`src/rtl/memory_write_arb_pkg.sv`:
```
// Shared types for the memory write arbiter: state encoding, the registered
// request payload, and the round-robin winner selection.
package memory_write_arb_pkg;

    typedef enum logic [1:0] {
        ARB_IDLE   = 2'd0,
        ARB_BUSY   = 2'd1,
        ARB_LOCKED = 2'd2,
        ARB_DRAIN  = 2'd3
    } arb_state_t;

    typedef struct packed {
        logic [1:0]  cpl;
        logic [31:0] address;
        logic [2:0]  length;
        logic        lock;
        logic        rmw;
        logic [31:0] data;
    } write_payload_t;

    localparam write_payload_t PAYLOAD_RESET = '0;

    // With both requesters active, round-robin grants whoever was not served last.
    function automatic logic pick_winner(input logic rr, input logic [1:0] active,
                                         input logic last);
        if (&active)
            return rr ? ~last : 1'b0;
        return active[1] & ~active[0];
    endfunction

endpackage

```
`src/rtl/memory_write_arb_if.sv`:
```
// One write port: request plus payload toward the slave, completion and faults back.
// Used both for the two requesters and for the link to the line splitter.
interface memory_write_arb_if;
    logic        req;
    logic [1:0]  cpl;
    logic [31:0] address;
    logic [2:0]  length;
    logic        lock;
    logic        rmw;
    logic [31:0] data;
    logic        done;
    logic        page_fault;
    logic        ac_fault;

    modport master (
        output req, cpl, address, length, lock, rmw, data,
        input  done, page_fault, ac_fault
    );

    modport slave (
        input  req, cpl, address, length, lock, rmw, data,
        output done, page_fault, ac_fault
    );
endinterface

```
`src/rtl/memory_write_arb.sv`:
```
// Two-requester arbiter in front of the write line-splitter. Holds the granted
// payload stable for the whole transaction, keeps locked sequences atomic and drains on wr_reset.
module memory_write_arb
    import memory_write_arb_pkg::*;
#(
    parameter logic RR = 1'b1
) (
    input  logic                 clk,
    input  logic                 rst_n,
    input  logic                 wr_reset,
    input  logic                 snoop_tlbwrite_do,
    memory_write_arb_if.slave    req0,
    memory_write_arb_if.slave    req1,
    memory_write_arb_if.master   write
);

    arb_state_t     state_reg, state_next;
    logic           owner_reg, owner_next;
    logic           last_reg, last_next;
    logic           fault_hold_reg, fault_hold_next;
    write_payload_t payload_reg;

    logic [1:0]     req_active;
    logic [1:0]     req_lock;
    write_payload_t req_payload [2];
    logic           load;
    logic           load_sel;
    logic           winner;
    logic           write_do;
    logic           any_fault;
    logic [1:0]     done_vec;
    logic [1:0]     page_fault_vec;
    logic [1:0]     ac_fault_vec;

    assign req_active = {req1.req, req0.req};
    assign req_lock   = {req1.lock, req0.lock};
    assign req_payload[0] = '{cpl: req0.cpl, address: req0.address, length: req0.length,
                              lock: req0.lock, rmw: req0.rmw, data: req0.data};
    assign req_payload[1] = '{cpl: req1.cpl, address: req1.address, length: req1.length,
                              lock: req1.lock, rmw: req1.rmw, data: req1.data};

    assign winner    = pick_winner(RR, req_active, last_reg);
    assign any_fault = write.page_fault | write.ac_fault;
    // Fault drops the request immediately and keeps it down until wr_reset.
    assign write_do  = (state_reg == ARB_BUSY) && !fault_hold_reg && !any_fault;

    always_comb begin
        state_next      = state_reg;
        owner_next      = owner_reg;
        last_next       = last_reg;
        fault_hold_next = fault_hold_reg;
        load            = 1'b0;
        load_sel        = owner_reg;
        case (state_reg)
            ARB_IDLE: begin
                if (!wr_reset && (|req_active)) begin
                    load            = 1'b1;
                    load_sel        = winner;
                    owner_next      = winner;
                    last_next       = winner;
                    fault_hold_next = 1'b0;
                    state_next      = ARB_BUSY;
                end
            end
            ARB_BUSY: begin
                if (any_fault)
                    fault_hold_next = 1'b1;
                if (wr_reset)
                    state_next = snoop_tlbwrite_do ? ARB_DRAIN : ARB_IDLE;
                else if (write.done && !fault_hold_reg)
                    state_next = payload_reg.lock ? ARB_LOCKED : ARB_IDLE;
            end
            ARB_LOCKED: begin
                if (wr_reset) begin
                    state_next = snoop_tlbwrite_do ? ARB_DRAIN : ARB_IDLE;
                end else if (req_active[owner_reg]) begin
                    load            = 1'b1;
                    load_sel        = owner_reg;
                    fault_hold_next = 1'b0;
                    state_next      = ARB_BUSY;
                end else if (!req_lock[owner_reg]) begin
                    state_next = ARB_IDLE;
                end
            end
            ARB_DRAIN: begin
                if (!snoop_tlbwrite_do)
                    state_next = ARB_IDLE;
            end
            default: state_next = ARB_IDLE;
        endcase
    end

    always_ff @(posedge clk or negedge rst_n) begin
        if (!rst_n) begin
            state_reg      <= ARB_IDLE;
            owner_reg      <= 1'b0;
            last_reg       <= 1'b1;
            fault_hold_reg <= 1'b0;
            payload_reg    <= PAYLOAD_RESET;
        end else begin
            state_reg      <= state_next;
            owner_reg      <= owner_next;
            last_reg       <= last_next;
            fault_hold_reg <= fault_hold_next;
            if (load)
                payload_reg <= req_payload[load_sel];
        end
    end

    generate
        for (genvar gi = 0; gi < 2; gi++) begin : g_route
            logic is_owner;
            assign is_owner = (owner_reg == 1'(gi));
            assign done_vec[gi] = is_owner && (state_reg == ARB_BUSY) && write.done
                                  && !wr_reset && !fault_hold_reg;
            assign page_fault_vec[gi] = is_owner && write.page_fault
                                        && ((state_reg == ARB_BUSY) || (state_reg == ARB_DRAIN));
            assign ac_fault_vec[gi]   = is_owner && write.ac_fault
                                        && ((state_reg == ARB_BUSY) || (state_reg == ARB_DRAIN));
        end
    endgenerate

    assign req0.done       = done_vec[0];
    assign req1.done       = done_vec[1];
    assign req0.page_fault = page_fault_vec[0];
    assign req1.page_fault = page_fault_vec[1];
    assign req0.ac_fault   = ac_fault_vec[0];
    assign req1.ac_fault   = ac_fault_vec[1];

    assign write.req     = write_do;
    assign write.cpl     = payload_reg.cpl;
    assign write.address = payload_reg.address;
    assign write.length  = payload_reg.length;
    assign write.lock    = payload_reg.lock;
    assign write.rmw     = payload_reg.rmw;
    assign write.data    = payload_reg.data;

endmodule

```
`src/flat_wrapper.sv`:
```
// flat-port wrapper written by rule: the top's interface ports become plain ports
module memory_write_arb_flat import memory_write_arb_pkg::*;
#(
    parameter logic RR = 1'b1
)
  (clk, rst_n, wr_reset, snoop_tlbwrite_do, req0_req, req0_cpl, req0_address, req0_length, req0_lock, req0_rmw, req0_data, req0_done, req0_page_fault, req0_ac_fault, req1_req, req1_cpl, req1_address, req1_length, req1_lock, req1_rmw, req1_data, req1_done, req1_page_fault, req1_ac_fault, write_req, write_cpl, write_address, write_length, write_lock, write_rmw, write_data, write_done, write_page_fault, write_ac_fault);
  memory_write_arb_if req0_i ();
  memory_write_arb_if req1_i ();
  memory_write_arb_if write_i ();
  input  logic clk;
  input  logic rst_n;
  input  logic wr_reset;
  input  logic snoop_tlbwrite_do;
  input wire logic [$bits(req0_i.req)-1:0] req0_req;
  input wire logic [$bits(req0_i.cpl)-1:0] req0_cpl;
  input wire logic [$bits(req0_i.address)-1:0] req0_address;
  input wire logic [$bits(req0_i.length)-1:0] req0_length;
  input wire logic [$bits(req0_i.lock)-1:0] req0_lock;
  input wire logic [$bits(req0_i.rmw)-1:0] req0_rmw;
  input wire logic [$bits(req0_i.data)-1:0] req0_data;
  output wire logic [$bits(req0_i.done)-1:0] req0_done;
  output wire logic [$bits(req0_i.page_fault)-1:0] req0_page_fault;
  output wire logic [$bits(req0_i.ac_fault)-1:0] req0_ac_fault;
  input wire logic [$bits(req1_i.req)-1:0] req1_req;
  input wire logic [$bits(req1_i.cpl)-1:0] req1_cpl;
  input wire logic [$bits(req1_i.address)-1:0] req1_address;
  input wire logic [$bits(req1_i.length)-1:0] req1_length;
  input wire logic [$bits(req1_i.lock)-1:0] req1_lock;
  input wire logic [$bits(req1_i.rmw)-1:0] req1_rmw;
  input wire logic [$bits(req1_i.data)-1:0] req1_data;
  output wire logic [$bits(req1_i.done)-1:0] req1_done;
  output wire logic [$bits(req1_i.page_fault)-1:0] req1_page_fault;
  output wire logic [$bits(req1_i.ac_fault)-1:0] req1_ac_fault;
  output wire logic [$bits(write_i.req)-1:0] write_req;
  output wire logic [$bits(write_i.cpl)-1:0] write_cpl;
  output wire logic [$bits(write_i.address)-1:0] write_address;
  output wire logic [$bits(write_i.length)-1:0] write_length;
  output wire logic [$bits(write_i.lock)-1:0] write_lock;
  output wire logic [$bits(write_i.rmw)-1:0] write_rmw;
  output wire logic [$bits(write_i.data)-1:0] write_data;
  input wire logic [$bits(write_i.done)-1:0] write_done;
  input wire logic [$bits(write_i.page_fault)-1:0] write_page_fault;
  input wire logic [$bits(write_i.ac_fault)-1:0] write_ac_fault;
  assign req0_i.req = req0_req;
  assign req0_i.cpl = req0_cpl;
  assign req0_i.address = req0_address;
  assign req0_i.length = req0_length;
  assign req0_i.lock = req0_lock;
  assign req0_i.rmw = req0_rmw;
  assign req0_i.data = req0_data;
  assign req0_done = req0_i.done;
  assign req0_page_fault = req0_i.page_fault;
  assign req0_ac_fault = req0_i.ac_fault;
  assign req1_i.req = req1_req;
  assign req1_i.cpl = req1_cpl;
  assign req1_i.address = req1_address;
  assign req1_i.length = req1_length;
  assign req1_i.lock = req1_lock;
  assign req1_i.rmw = req1_rmw;
  assign req1_i.data = req1_data;
  assign req1_done = req1_i.done;
  assign req1_page_fault = req1_i.page_fault;
  assign req1_ac_fault = req1_i.ac_fault;
  assign write_req = write_i.req;
  assign write_cpl = write_i.cpl;
  assign write_address = write_i.address;
  assign write_length = write_i.length;
  assign write_lock = write_i.lock;
  assign write_rmw = write_i.rmw;
  assign write_data = write_i.data;
  assign write_i.done = write_done;
  assign write_i.page_fault = write_page_fault;
  assign write_i.ac_fault = write_ac_fault;
  memory_write_arb #(.RR(RR)) u_core (.clk(clk), .rst_n(rst_n), .wr_reset(wr_reset), .snoop_tlbwrite_do(snoop_tlbwrite_do), .req0(req0_i), .req1(req1_i), .write(write_i));
endmodule
```
`config.mk`:
```
export PLATFORM = sky130hd
export DESIGN_NAME = memory_write_arb_flat
export DESIGN_NICKNAME = d
export VERILOG_FILES = /design/src/rtl/memory_write_arb_pkg.sv /design/src/rtl/memory_write_arb_if.sv /design/src/rtl/memory_write_arb.sv /design/src/flat_wrapper.sv
export SDC_FILE = /design/constraint.sdc
export NUM_CORES = 1
export LEC_CHECK = 0
export BUFFER_PORTS_ARGS = -buffer_cell sky130_fd_sc_hd__buf_2
export CAP_MARGIN = 20
export CORE_ASPECT_RATIO = 1.5
export CORE_MARGIN = 2
export CORE_UTILIZATION = 43
export CTS_BUF_LIST = sky130_fd_sc_hd__clkbuf_8 sky130_fd_sc_hd__clkbuf_16
export DETAILED_ROUTE_END_ITERATION = 16
export PLACE_DENSITY = 0.87
export SLEW_MARGIN = 20
export SYNTH_ARGS = -nofsm -noshare
export SYNTH_HDL_FRONTEND = slang
export SYNTH_SLANG_ARGS = --single-unit
```
`constraint.sdc`:
```
create_clock -name clk -period 2.3 [get_ports clk]
set_clock_uncertainty 0.1 [all_clocks]
set_input_delay 0.345 -clock clk [delete_from_list [all_inputs] [get_ports clk]]
set_output_delay 0.345 -clock clk [all_outputs]
set_load 0.05 [all_outputs]
```
==> key figures <==
Worst setup path
  – R2r startpoint: u_core.state_reg[0]
  – Crit-path slowest cell: dfrtp_1
  – Crit Path Category: reg -> reg
  – CP top delay family: compound AO/OA/AOI/OAI gates
  – Cell repeated most along the worst path: buf_12
  – Setup crit end kind: flip-flop
  – CP startpoint kind: flip-flop
  – Worst Path Required: around 2.4 ns
  – Worst-path cell chain: o31a_1 > a211oi_4 > buf_12 > buf_12 > mux2i_1 > o21ai_1
  – Data arrival time of the worst path: about 2.2 ns
  – Worst reg2reg endpoint: u_core.write.data[16]
  – R2R setup slack: 0.21 ns
  – WP buf/inv: 2
  – Max stage delay on crit path: between 0.4 and 0.5 ns
  – R2R depth: 6
  – Crit path max fanout: 18

Drt
  – DRC viols: 0
  – Post-route ant nets: 0
  – Routed wire length: 9810 um
  – 1st-iter DRT viols: ~110
  – Vias per cell: ~5.0
  – Iteration count of the initial detailed-routing pass: 4
  – Average wire per standard cell: roughly 14 um
  – Vias: ~3400

Synth
  – Top post-synthesis cells by count: dfrtp_1, nand2_1, mux2i_1
  – Most numerous cell in the Yosys netlist: dfrtp_1
  – Top post-synthesis cells by area: dfrtp_1, mux2i_1, o21ai_1
  – Net Count, Synth: 506
  – Main synth FF type: dfrtp_1
  – Synth Cell Area: approximately 3800 um2
  – EDFF count, synth: 0
  – Cell taking the most area after synthesis: dfrtp_1
  – Synth top area share: 0.499
  – Post-Syn Area per Cell: 10.6 um2
  – FFs w/ async S/R, synth: 1.00
  – Post-synth cell types: 31
  – Seq cells post-synth: 76
  – Yosys warning count: 0
  – Cells after synthesis: approximately 360
  – Seq/Total Area, Yosys: 0.506

CTS
  – CTS Buf Count: 9
  – Clock-pin slew on the worst setup and hold paths: 0.05 ns
  – Clock sinks: 76
  – H-tree level count: 3
  – Clock root buffer: clkbuf_16
  – CTS tree: built
  – Max clock buf depth: 2
  – Skew-Pair Late Insertion Delay: between 0.3 and 0.4 ns

STA
  – Crit share post-route: 0.910
  – Final worst slack: 0.206 ns
  – Setup violators final: 0
  – Slew @ Worst Pin: between 0.5 and 0.6 ns
  – RSZ-0062 raised after global routing: false
  – Final min period: 2.09 ns
  – Fmax: 478 MHz
  – Hold Vio Cnt, Final: 0
  – Slew margin rel.: 0.619
  – Setup_tns: 0 ns
  – Max-slew violation count: 0

Floorplanning
  – # rows: 41
  – Die height: 119 um
  – Core area: between 8000 and 9000 um2
  – Die area: 9530 um2
  – Initial Utilization: 0.444
  – Die X-Extent: 80.4 um
  – I/O pins: 229

Final layout
  – Fraction of layout cells with a size suffix above 1: 0.451
  – Nets: 730
  – P&R area growth vs syn: 40.0%
  – Util after Layout: 0.622
  – Diode count: 0
  – Post-route cell area: approximately 5300 um2
  – # fillers: 694

Global routing
  – GRT Total Usage: 0.213
  – Global-route wire length before repair: 15700 um
  – Pin count of the biggest net entering global routing: 97
  – Vias in the first global route: around 3400
  – Initial antenna violation count: 0
  – Remaining global-route overflow: 0

Placed design
  – Area after DPL: 4960 um2
  – HPWL after DPL: 7730 um
  – I/O Buffers: around 230
  – Gp weighted congestion: about 0.86
  – Place WS: 0.203 ns

Power and ir drop
  – Leakage: 2.72 nW
  – P per Cell Area: ~1500 nW/um2
  – Pwr Total: approximately 0.0080 W
  – Worst vdd ir: ~0.83 mV

Hold path
  – Hold Path Class: in -> reg
  – Hold Path Origin: req0_req
  – Worst Hold Depth: 2
  – Worst Hold End: u_core.last_reg

Job
  – Max-cap violations: 0

Status
  – Outcome: finished, final reports clean
==> timing repair <==
item,in CTS,in global routing
endpoints found under the hold margin,37,0
gates resized for setup,0,0
hold buffers,1,0
setup buffers,0,0
==> metrics by stage <==
| stage | hold slack [ns] | cells |
|---|---|---|
| final | 0.160 | 690 |
| after detailed placement | 0.253 | 674 |
| after floorplan | -0.0506 | 355 |
| after CTS | 0.138 | 690 |
| after global routing | 0.153 | 690 |
| after global placement | 0.250 | 674 |
==> cells in the final DEF (no fill, tap or decap) <==
cell,instances
dlygate4sd3_1,1
buf_2,227
o21ai_1,69
a21oi_1,3
nand2_1,73
nand3b_1,1
inv_1,3
o211ai_1,1
and2b_2,1
nor4b_2,2
o21ai_0,6
or3b_1,1
a21boi_0,2
maj3_1,1
and3_2,2
mux2_2,1
o31a_1,1
nor2_1,4
nor3b_1,3
buf_12,7
mux2i_1,71
dfstp_2,1
buf_4,5
nor4_2,1
clkinv_2,3
clkinvlp_4,1
a32o_1,1
clkbuf_8,1
o22ai_1,1
a31oi_1,2
dfrtp_1,75
bufinv_16,1
nor3_1,1
clkbuf_16,9
a211oi_4,1
==> per-layer routing <==
metal / wire [um] / vias to the layer above / GRT usage
met5: 0 / - / 0
met4: 333 / 0 / 0.0996
met3: 656 / 31 / 0.0580
met2: 5200 / 164 / 0.379
met1: 3620 / 1552 / 0.229
li1: - / 1677 / -
==> report_power, final <==
group	internal, W	switching (W)	leakage, nW	total, W
logic	0.00113	0.00322	1.63	0.00435
registers	0.00196	0.000357	0.937	0.00232
clock network	0.000857	0.000506	0.144	0.00136
total	0.00396	0.00408	2.72	0.00803
==> area by class of cell <==
class | instances | area, um2 | area share
multi-input combinational | 249 | 1600 | 0.304
clock inverter | 5 | 52.6 | 0.00998
tap | 107 | 134 | 0.0254
clock buffer | 10 | 239 | 0.0454
timing repair buffer | 240 | 1320 | 0.251
inverter | 3 | 11.3 | 0.00214
sequential | 76 | 1900 | 0.361
==> worst max-delay path by stage <==
| stage | start | end | slack (ns) | cells after the start |
|---|---|---|---|---|
| 5_1_grt | u_core.g_route[1].is_owner | u_core.write.data[18] | 0.07 | 5 |
| 3_3_place_gp | wr_reset | u_core.write.data[31] | 0.29 | 7 |
| 4_1_cts | u_core.state_reg[0] | u_core.write.rmw | 0.20 | 6 |
| 6_report | u_core.state_reg[0] | u_core.write.data[16] | 0.21 | 6 |
| 3_5_place_dp | u_core.state_reg[0] | u_core.write.data[16] | 0.20 | 6 |
| 2_1_floorplan | u_core.g_route[1].is_owner | req0_ac_fault | 0.16 | 2 |
==> cell families (layout without fill, tap and decap cells) <==
group / after synthesis / after routing / share of synthesized area
AO/OA/AOI/OAI: 87 / 87 / 0.123
adder cells (fa/ha/maj): 1 / 1 / 0.00266
buffers and inverters: 30 / 258 / 0.0752
multiplexers: 72 / 72 / 0.192
flip-flops: 76 / 76 / 0.506
AND/OR/NAND/NOR: 89 / 89 / 0.101
==> worst register-to-register path, stage by stage, from the launching register on <==
cell      delay, ns
dfrtp_1        0.48
o31a_1         0.36
a211oi_4       0.33
buf_12         0.21
buf_12         0.19
mux2i_1        0.21
o21ai_1        0.09
Note: power is estimated with default switching activity, not from simulation.
